File: src/rtl/mem_stage.sv
// -----------------------------------------------------------------------------
// mem_stage
//
// Memory-access pipeline stage, directly downstream of the execute stage.
// Registers the EX->MEM bus, consumes the synchronous data-SRAM read data
// that returns one cycle after EX issued a load, aligns and sign/zero-extends
// it, and produces the MEM->WB bus plus an identical forwarding copy for ID.
// A small hold buffer keeps the returned load data alive while MEM is stalled,
// because the SRAM read port only presents it for a single cycle.
//
// Ports:
//   clk              clock, rising edge active
//   resetn           asynchronous active-low reset
//   stall            per-stage stall bus; bit3 = EX, bit4 = MEM; 1 = stop
//   ex_to_mem_bus    {pc, ram_en, ram_wen, sel_rf_res, rf_we, rf_waddr,
//                     ex_result, hi_we, lo_we, hi_wdata, lo_wdata,
//                     ram_wen_dup}, MSB first
//   data_sram_rdata  SRAM read data for the load now sitting in MEM
//   mem_to_wb_bus    {pc, rf_we, rf_waddr, rf_wdata, hi_we, lo_we,
//                     hi_wdata, lo_wdata}
//   mem_to_id_bus    identical copy of mem_to_wb_bus, used for forwarding
// -----------------------------------------------------------------------------
module mem_stage #(
    parameter int EX_TO_MEM_WD = 146,
    parameter int MEM_TO_WB_WD = 136,
    parameter int STALL_WD     = 6
) (
    input  logic                    clk,
    input  logic                    resetn,
    input  logic [STALL_WD-1:0]     stall,
    input  logic [EX_TO_MEM_WD-1:0] ex_to_mem_bus,
    input  logic [31:0]             data_sram_rdata,
    output logic [MEM_TO_WB_WD-1:0] mem_to_wb_bus,
    output logic [MEM_TO_WB_WD-1:0] mem_to_id_bus
);

    // -------------------------------------------------------------------------
    // Bus layouts
    // -------------------------------------------------------------------------
    typedef struct packed {
        logic [31:0] pc;
        logic        ram_en;
        logic [3:0]  ram_wen;
        logic        sel_rf_res;
        logic        rf_we;
        logic [4:0]  rf_waddr;
        logic [31:0] ex_result;
        logic        hi_we;
        logic        lo_we;
        logic [31:0] hi_wdata;
        logic [31:0] lo_wdata;
        logic [3:0]  ram_wen_dup;
    } ex_bus_t;

    typedef struct packed {
        logic [31:0] pc;
        logic        rf_we;
        logic [4:0]  rf_waddr;
        logic [31:0] rf_wdata;
        logic        hi_we;
        logic        lo_we;
        logic [31:0] hi_wdata;
        logic [31:0] lo_wdata;
    } wb_bus_t;

    // Load encodings carried on ram_wen when ram_en is set. Stores use the
    // remaining codes (1111 / 1101 / 1110) and never touch the read path.
    localparam logic [3:0] LD_W  = 4'b0000;
    localparam logic [3:0] LD_B  = 4'b0001;
    localparam logic [3:0] LD_BU = 4'b0010;
    localparam logic [3:0] LD_H  = 4'b0100;
    localparam logic [3:0] LD_HU = 4'b0110;

    // -------------------------------------------------------------------------
    // Stall decode
    // -------------------------------------------------------------------------
    logic stall_ex;
    logic stall_mem;

    assign stall_ex  = stall[3];
    assign stall_mem = stall[4];

    // -------------------------------------------------------------------------
    // EX->MEM pipeline register
    // -------------------------------------------------------------------------
    logic [EX_TO_MEM_WD-1:0] bus_r;
    ex_bus_t                 mem_bus;

    // EX stopped while MEM keeps going: MEM must not re-execute the same
    // instruction, so a bubble (all zero, rf_we = 0) is inserted instead.
    // NOTE: sequential state is written with non-blocking assignments only, so
    // every flop samples the values present before the edge regardless of the
    // order the always_ff blocks are evaluated in.
    always_ff @(posedge clk or negedge resetn) begin
        if (!resetn) begin
            bus_r <= '0;
        end else if (stall_ex && !stall_mem) begin
            bus_r <= '0;
        end else if (!stall_ex) begin
            bus_r <= ex_to_mem_bus;
        end
    end

    assign mem_bus = ex_bus_t'(bus_r);

    // -------------------------------------------------------------------------
    // Load classification
    // -------------------------------------------------------------------------
    logic is_load;

    // NOTE: every signal assigned in an always_comb gets a default on entry, so
    // no path through the case statements can leave it unassigned and infer a
    // latch.
    always_comb begin
        is_load = 1'b0;
        if (mem_bus.ram_en) begin
            case (mem_bus.ram_wen)
                LD_W, LD_B, LD_BU, LD_H, LD_HU: is_load = 1'b1;
                default:                        is_load = 1'b0;
            endcase
        end
    end

    // -------------------------------------------------------------------------
    // Read-data hold buffer
    // -------------------------------------------------------------------------
    // The SRAM returns load data exactly one cycle after the request. If MEM
    // is stalled in that cycle the data would be lost on the next cycle, so it
    // is captured on the first stalled edge and replayed until MEM advances.
    // The capture is gated by hold_valid so a multi-cycle stall keeps the
    // original data rather than whatever the SRAM port shows later.
    logic        hold_valid;
    logic [31:0] hold_data;
    logic [31:0] rdata_eff;

    // NOTE: hold_data is a single 32-bit register rather than a storage array,
    // so it shares the asynchronous reset with hold_valid; it is only ever
    // consumed when hold_valid is set, but a defined reset value keeps the
    // output bus free of X after reset.
    always_ff @(posedge clk or negedge resetn) begin
        if (!resetn) begin
            hold_valid <= 1'b0;
            hold_data  <= '0;
        end else if (!stall_mem) begin
            // MEM advances or bubbles: the held data belongs to an instruction
            // that is leaving the stage. Clear wins over capture.
            hold_valid <= 1'b0;
        end else if (is_load && !hold_valid) begin
            hold_valid <= 1'b1;
            hold_data  <= data_sram_rdata;
        end
    end

    assign rdata_eff = hold_valid ? hold_data : data_sram_rdata;

    // -------------------------------------------------------------------------
    // Load alignment and extension
    // -------------------------------------------------------------------------
    logic [1:0]  addr_lo;
    logic [7:0]  byte_sel;
    logic [15:0] half_sel;
    logic [31:0] load_result;

    assign addr_lo = mem_bus.ex_result[1:0];

    always_comb begin
        byte_sel = rdata_eff[7:0];
        case (addr_lo)
            2'd0:    byte_sel = rdata_eff[7:0];
            2'd1:    byte_sel = rdata_eff[15:8];
            2'd2:    byte_sel = rdata_eff[23:16];
            default: byte_sel = rdata_eff[31:24];
        endcase
    end

    // A misaligned halfword (addr_lo[0] = 1) is architecturally undefined; it
    // simply follows addr_lo[1], which keeps the result deterministic.
    assign half_sel = addr_lo[1] ? rdata_eff[31:16] : rdata_eff[15:0];

    always_comb begin
        load_result = rdata_eff;
        case (mem_bus.ram_wen)
            LD_B:    load_result = {{24{byte_sel[7]}}, byte_sel};
            LD_BU:   load_result = {24'd0, byte_sel};
            LD_H:    load_result = {{16{half_sel[15]}}, half_sel};
            LD_HU:   load_result = {16'd0, half_sel};
            default: load_result = rdata_eff;
        endcase
    end

    // -------------------------------------------------------------------------
    // MEM->WB / MEM->ID buses
    // -------------------------------------------------------------------------
    wb_bus_t wb_bus;

    always_comb begin
        wb_bus          = '0;
        wb_bus.pc       = mem_bus.pc;
        wb_bus.rf_we    = mem_bus.rf_we;
        wb_bus.rf_waddr = mem_bus.rf_waddr;
        wb_bus.rf_wdata = mem_bus.sel_rf_res ? load_result : mem_bus.ex_result;
        wb_bus.hi_we    = mem_bus.hi_we;
        wb_bus.lo_we    = mem_bus.lo_we;
        wb_bus.hi_wdata = mem_bus.hi_wdata;
        wb_bus.lo_wdata = mem_bus.lo_wdata;
    end

    assign mem_to_wb_bus = wb_bus;
    assign mem_to_id_bus = wb_bus;

    // The duplicated write-enable field and the stall bits of other stages are
    // part of the shared bus formats but carry nothing this stage needs.
    logic unused_bits;
    assign unused_bits = ^{mem_bus.ram_wen_dup, stall};

endmodule
File: config.mk
export PLATFORM = sky130hd
export DESIGN_NAME = mem_stage
export DESIGN_NICKNAME = d
export VERILOG_FILES = /design/src/rtl/mem_stage.sv
export SDC_FILE = /design/constraint.sdc
export NUM_CORES = 1
export LEC_CHECK = 0
export CORE_AREA = 5 5 174 176
export DETAILED_ROUTE_END_ITERATION = 7
export DIE_AREA = 0 0 179 181
export PLACE_DENSITY = 0.7
export SLEW_MARGIN = 20
export SYNTH_ARGS = -nofsm -noshare
export SYNTH_HDL_FRONTEND = slang
export SYNTH_SLANG_ARGS = --single-unit
File: constraint.sdc
create_clock -name clk -period 3.42 [get_ports clk]
set_clock_uncertainty 0.1 [all_clocks]
set_input_delay 0.684 -clock clk [delete_from_list [all_inputs] [get_ports clk]]
set_output_delay 0.684 -clock clk [all_outputs]
set_load 0.02 [all_outputs]
==> results of run 1 <==
## cell usage in the layout, fill, tap and decap left out, drive strengths merged, types with 9 or more instances in the layout
cell type / n
nand3: 36
o22ai: 9
inv: 150
o22a: 18
dfrtp: 175
nand2: 116
clkbuf: 28
clkdlybuf4s15: 13
clkdlybuf4s50: 379
buf: 106
dlygate4sd2: 9
mux2: 47
mux2i: 23
nor2: 28
o21ai: 154
## worst reg2reg max path, stage by stage (launching register included)
cell      delay, ps
dfrtp_2         460
clkbuf_2        160
o21a_1          150
buf_4           150
nor3b_1         270
nand3b_1        150
buf_4           270
mux2_2          320
## logic make-up (layout without fill, tap and decap cells)
group,after synthesis,in the layout,share of synthesized area [%]
buffers and inverters,445,693,26.2
xor gates and xnor gates,1,1,0.0885
muxes,73,73,8.47
and+or+nand+nor,201,201,8.67
AOI/OAI and AO/OA,209,210,12.3
other,0,2,0
DFF,175,175,44.2
## flip-flops by register name, indices dropped and copies added, names as in the netlist
register	cells
bus_r	142
hold_valid	1
hold_data	32
## routing by layer
layer	global-route usage (%)	share of wire [%]	routed length, um
met3	6.15	9.6	3130
met5	0	0.10	34
met4	7.65	3.1	1020
met1	22.5	38	12200
met2	33.2	49	16100
## worst paths after layout
check | start | endpoint | slack (ps) | depth (start not counted)
max | hold_valid | mem_to_wb_bus[86] | -150 | 8
min | resetn | bus_r[58] | 120 | 1
max reg2reg | bus_r[109] | hold_data[25] | 1280 | 7
min reg2reg | bus_r[82] | bus_r[82] | 400 | 2
max in group asynchronous | resetn | hold_data[15] | 2330 | 2
min in group clk | bus_r[82] | bus_r[82] | 400 | 2
## cell type report
cell class | count | area, sq um
Sequential cell | 175 | 4390
Tap cell | 384 | 480
Inverter | 146 | 548
Clock inverter | 12 | 126
Timing Repair Buffer | 515 | 5080
Clock buffer | 20 | 447
Multi-Input combinational cell | 485 | 3130
Fill cell | 2634 | 14300
Antenna cell | 2 | 5.00
## per-stage QoR
stage,TNS [ps],std cells,utilization (%),total power [uW],setup WS [ps]
after global placement,-27300,1694,46.7,4420,-616
after CTS,-4350,1731,49.4,6500,-182
after floorplan,0,1104,-,3670,190
final,-3600,1739,49.9,6450,-150
after detailed placement,-28970,1694,46.7,4450,-658
after global routing,-6770,1739,49.9,6760,-226
## repair_timing
item | CTS | global route
gates cloned | 1 | 0
gates resized for setup | 301 | 40
buffers inserted | 4 | 6
endpoints found under the hold margin | 0 | 0
pin swaps | 18 | 3
setup endpoints to repair | 64 | 58
## power by group through the flow
stage	sequential (uW)	combinational, uW	clock [uW]
2_1_floorplan	2460	1210	0
3_5_place_dp	2530	1930	0
6_report	2490	1990	1970
5_1_grt	2520	2120	2110
3_3_place_gp	2520	1910	0
4_1_cts	2490	1970	2040
==> metrics.csv, run 1 <==
stage,metric,value,unit
run_status,status,finished with violations,
routing,first_pass_iters,5,
timing,period_minus_slack,3570,ps
critical_path,cp.required,2640,ps
cts,tritoncts,yes,
synth,yosysTopAreaCellShare,44.2,%
floorplanning,initial_utilization,34.8,%
power,power_switching,2090,uW
flow_run,drv_cap,0,
synth,synthesis.instances,1104,
critical_path,worst-path-buf-inv,3,
power,p_int,4360,uW
global_route,grt_max_degree,179,
routing,drt_wl_total,32500,um
timing,drv_slew,0,
critical_path,max_stage_delay,560,ps
floorplanning,dieWidth,179,um
placement,dp_hpwl,24700,um
synth,yosysWarnings,0,
timing,min_period_over_period,104,%
timing,worst_slack,-150,ps
synth,yosys.area.top_type,dfrtp_1,
cts,ctsHoldBuffers,0,
routing,avgViaCountPerCell,4.65,
placement,dpl_cell_area,13300,sq um
power,p_clk_share,30.5,%
critical_path,cp_common_cell,buf_12,
floorplanning,rows,62,
cts,root_buffer,clkbuf_16,
global_route,grt_use_total,19.4,%
floorplanning,core,28500,sq um
power,switching_share,32.4,%
critical_path,start_kind,register,
floorplanning,dieArea,32400,sq um
synth,synth_edf_count,0,
cts,clockBufferDepth,2,
cts,numCtsBuffers,17,
routing,first_iter_violations,422,
routing,vias,8091,
cts,clkSinkCount,175,
run_status,failed_checks,negative setup slack,
synth,synth_area,9900,sq um
timing,slew_headroom,41.8,%
power,vdd_ir_drop_max,0.247,mV
global_route,overflow,0,
routing,ant_nets,0,
critical_path,critPathTopFamily,multiplexers,
global_route,antenna_found_initial,4,
routing,routedWlPerCell,18.7,um
min_path,hold_class,input port to async pin,
floorplanning,num_io_pins,458,
power,seqPwrFrac,38.6,%
critical_path,path_class,register to output port,
timing,rsz0062_at_grt,yes,
synth,synth_most_common_cell,buf_4,
global_route,grt_pass1_wl,49100,um
synth,synthTopCellsByCount,"240 x buf_4, 175 x dfrtp_1, 154 x o21ai_0",
power,leakage,0.00638,uW
cts,clkTransAtPathRegs,70,ps
global_route,grt_pass1_vias,8466,
final_layout,final_cell_area,14200,sq um
floorplanning,fp.dieH,181,um
timing,hold_viol_final,0,
critical_path,crit_path_end_kind,output port,
power,p_comb_share,30.9,%
synth,async_flop_share,100,%
cts,clk_latency,420,ps
timing,max_freq,280,MHz
synth,synth.avg_cell_area,8.97,sq um
timing,worst_pin_slew,873,ps
cts,h-tree-depth,4,
placement,place.gp.congestion,0.883,
timing,setup_viol_count_final,43,
synth,ys_types,42,
critical_path,slowest_stage,mux4_2,
critical_path,path_max_fanout,5,
synth,seq_area_frac_synth,44.2,%
final_layout,syn_to_final_growth,43.5,%
timing,whs,115,ps
synth,synth_flop_cell,dfrtp_1,
synth,ys_seq_elements,175,
final_layout,drive_gt1_share,17.4,%
critical_path,path_cells,buf_12 > mux2_4 > mux4_2 > a21o_1 > o21bai_4 > buf_12 > o22a_1 > buf_6,
power,power_density,454,nW/um^2
routing,drc,0,
synth,synth_nets,1290,
placement,io_buffers,449,
synth,yosys-top-cells-area,"dfrtp_1 44%, buf_4 18%, o21ai_0 7.8%",
critical_path,arrival,2790,ps
final_layout,nNetsFinal,1526,
(Power assumes the default switching activity.)
==> run 2, diff against run 1 <==
--- a/config.mk
+++ b/config.mk
@@ -5,10 +5,14 @@
 export SDC_FILE = /design/constraint.sdc
 export NUM_CORES = 1
 export LEC_CHECK = 0
-export CORE_AREA = 5 5 174 176
+export CELL_PAD_IN_SITES_DETAIL_PLACEMENT = 0
+export CELL_PAD_IN_SITES_GLOBAL_PLACEMENT = 1
+export CORE_MARGIN = 5
+export CORE_UTILIZATION = 30
 export DETAILED_ROUTE_END_ITERATION = 7
-export DIE_AREA = 0 0 179 181
-export PLACE_DENSITY = 0.7
+export MAX_ROUTING_LAYER = met4
+export PLACE_DENSITY = 0.81
+export SETUP_SLACK_MARGIN = 0.1
 export SLEW_MARGIN = 20
 export SYNTH_ARGS = -nofsm -noshare
 export SYNTH_HDL_FRONTEND = slang
==> run 2 against run 1 <==
Compared with the run above:
- the run still ends with negative setup slack left
- combinational power increased by 5%
- maximum frequency is 0.16% lower
- final area up 3.0%
- sequential power about the same
- global-route usage is 1.8 points lower
- flip-flop and latch count unchanged
- critical endpoint is now mem_to_wb_bus[80]
==> metrics.csv, run 2 (synthesized netlist as in run 1, its figures left out) <==
stage,metric,value,unit
routing,first_pass_iters,5,
timing,worst_slack,-156,ps
placement,place.gp.congestion,0.864,
routing,drt_wl_total,32800,um
power,p_comb_share,31.4,%
timing,period_minus_slack,3580,ps
final_layout,regMostFlops,bus_r,
placement,dp_hpwl,24700,um
floorplanning,initial_utilization,30.4,%
timing,slew_headroom,32.1,%
floorplanning,dieArea,36700,sq um
flow_run,drv_cap,0,
routing,routedWlPerCell,18.2,um
cts,tritoncts,yes,
min_path,hold_class,input port to async pin,
final_layout,largest_reg_flops,142,
power,power_density,456,nW/um^2
cts,clkSinkCount,175,
routing,vias,8004,
power,p_clk_share,31.1,%
floorplanning,core,32500,sq um
final_layout,fill_cells,3146,
final_layout,top_regs,"bus_r (142), hold_data (32), hold_valid (1)",
global_route,overflow,0,
run_status,status,finished with violations,
power,vdd_ir_drop_max,0.326,mV
routing,ant_nets,0,
cts,clockBufferDepth,2,
cts,numCtsBuffers,17,
final_layout,multiInputGateArea,3300,sq um
final_layout,final_common_cell,clkdlybuf4s50_1,
cts,clk_latency,440,ps
power,seqPwrFrac,37.6,%
cts,h-tree-depth,4,
final_layout,seqCellArea,4390,sq um
critical_path,cp.required,2640,ps
timing,setup_tns,-4290,ps
floorplanning,dieWidth,192,um
floorplanning,rows,66,
final_layout,nNetsFinal,1533,
critical_path,start_kind,input port,
power,switching_share,30.9,%
global_route,grt_pass1_wl,48200,um
routing,first_iter_violations,283,
global_route,grt_use_total,17.6,%
power,leakage,0.00653,uW
floorplanning,fp.dieH,192,um
routing,avgViaCountPerCell,4.44,
global_route,grt_pass1_vias,8197,
timing,setup_viol_count_final,38,
timing,min_period_over_period,105,%
final_layout,fin_cells,1801,
global_route,grt_max_degree,179,
critical_path,path_class,input port to output port,
critical_path,crit_path_end_kind,output port,
final_layout,drive_gt1_share,19.4,%
cts,clkTransAtPathRegs,60,ps
critical_path,arrival,2790,ps
run_status,failed_checks,negative setup slack,
final_layout,syn_to_final_growth,47.7,%
timing,rsz0062_at_grt,yes,
timing,hold_viol_final,0,
power,power_switching,2060,uW
timing,drv_slew,0,
placement,placed_cells,1744,
floorplanning,num_io_pins,458,
cts,root_buffer,clkbuf_16,
routing,drc,0,
critical_path,path_max_fanout,3,
power,p_int,4610,uW
timing,worst_pin_slew,1020,ps
timing,max_freq,280,MHz
global_route,antenna_found_initial,1,
final_layout,most-common-layout-cells,"380 x clkdlybuf4s50_1, 170 x dfrtp_1, 150 x o21ai_0",
placement,io_buffers,449,
-- run 2: changes by cell type in the layout (fill, tap and decap cells not counted), sizes merged, moves of 2 or more --
cell	before	now
clkinvlp	2	0
dlygate4sd2	9	2
clkdlybuf4s15	13	1
buf	106	132
inv	150	146
bufinv	1	3
-- run 2: cell type report --
| type | count | share of cell area, % |
|---|---|---|
| repair buffers | 522 | 35.7 |
| clock buffers | 21 | 3.29 |
| multi-input cells | 485 | 22.6 |
| clock inverters | 9 | 0.898 |
| flip-flops and latches | 175 | 30.0 |
| diodes | 1 | 0.0171 |
| well taps | 442 | 3.78 |
| inverters | 146 | 3.75 |
-- run 2: final timing paths --
path / start / endpoint / slack [ps] / cells past startpoint
worst min-delay path: resetn / bus_r[101] / 100 / 1
worst min register to register: bus_r[82] / bus_r[82] / 400 / 2
worst max register to register: bus_r[109] / hold_data[18] / 1070 / 6
max in group asynchronous: resetn / hold_data[18] / 2330 / 2
min in group clk: bus_r[82] / bus_r[82] / 400 / 2
worst max-delay path: data_sram_rdata[15] / mem_to_wb_bus[80] / -160 / 7
-- run 2: repair_timing --
action                     in CTS  in global routing
gates resized for setup       334                120
gates cloned                    2                  0
hold buffers                    0                  0
buffers inserted                5                 22
setup endpoints to repair      64                 60
pin swaps                      20                 14
-- run 2: layer usage --
layer  wire (um)  vias up  GRT usage [%]
met5           0        -              -
met4         831        0           6.05
met3        2360       36           4.47
met2       16200      365           28.8
met1       13400     3810           21.2
li1            -     3793              -
-- run 2: metrics by stage --
step | util [%] | cell area [sq um] | total power (uW) | setup WS [ps] | hold WS (ps)
final | 44.9 | 14600 | 6670 | -156 | 104
after global placement | 41.0 | 13300 | 4420 | -622 | 380
after global routing | 44.9 | 14600 | 6980 | -191 | 134
after detailed placement | 41.0 | 13300 | 4450 | -626 | 386
after CTS | 43.7 | 14200 | 6630 | -153 | 111
after floorplan | - | 9900 | 3670 | 190 | 288
-- run 2: power by group through the flow --
stage	clock (uW)	sequential (uW)	combinational [uW]
6_report	2070	2510	2090
5_1_grt	2220	2540	2220
4_1_cts	2140	2490	1990
3_5_place_dp	0	2520	1930
3_3_place_gp	0	2510	1910
2_1_floorplan	0	2460	1210
-- run 2: worst max-delay path: stages --
cell,delay (ps)
clkdlybuf4s50_1,420
mux2_2,270
mux4_2,520
a21o_1,250
buf_6,140
o32a_1,330
buf_4,180
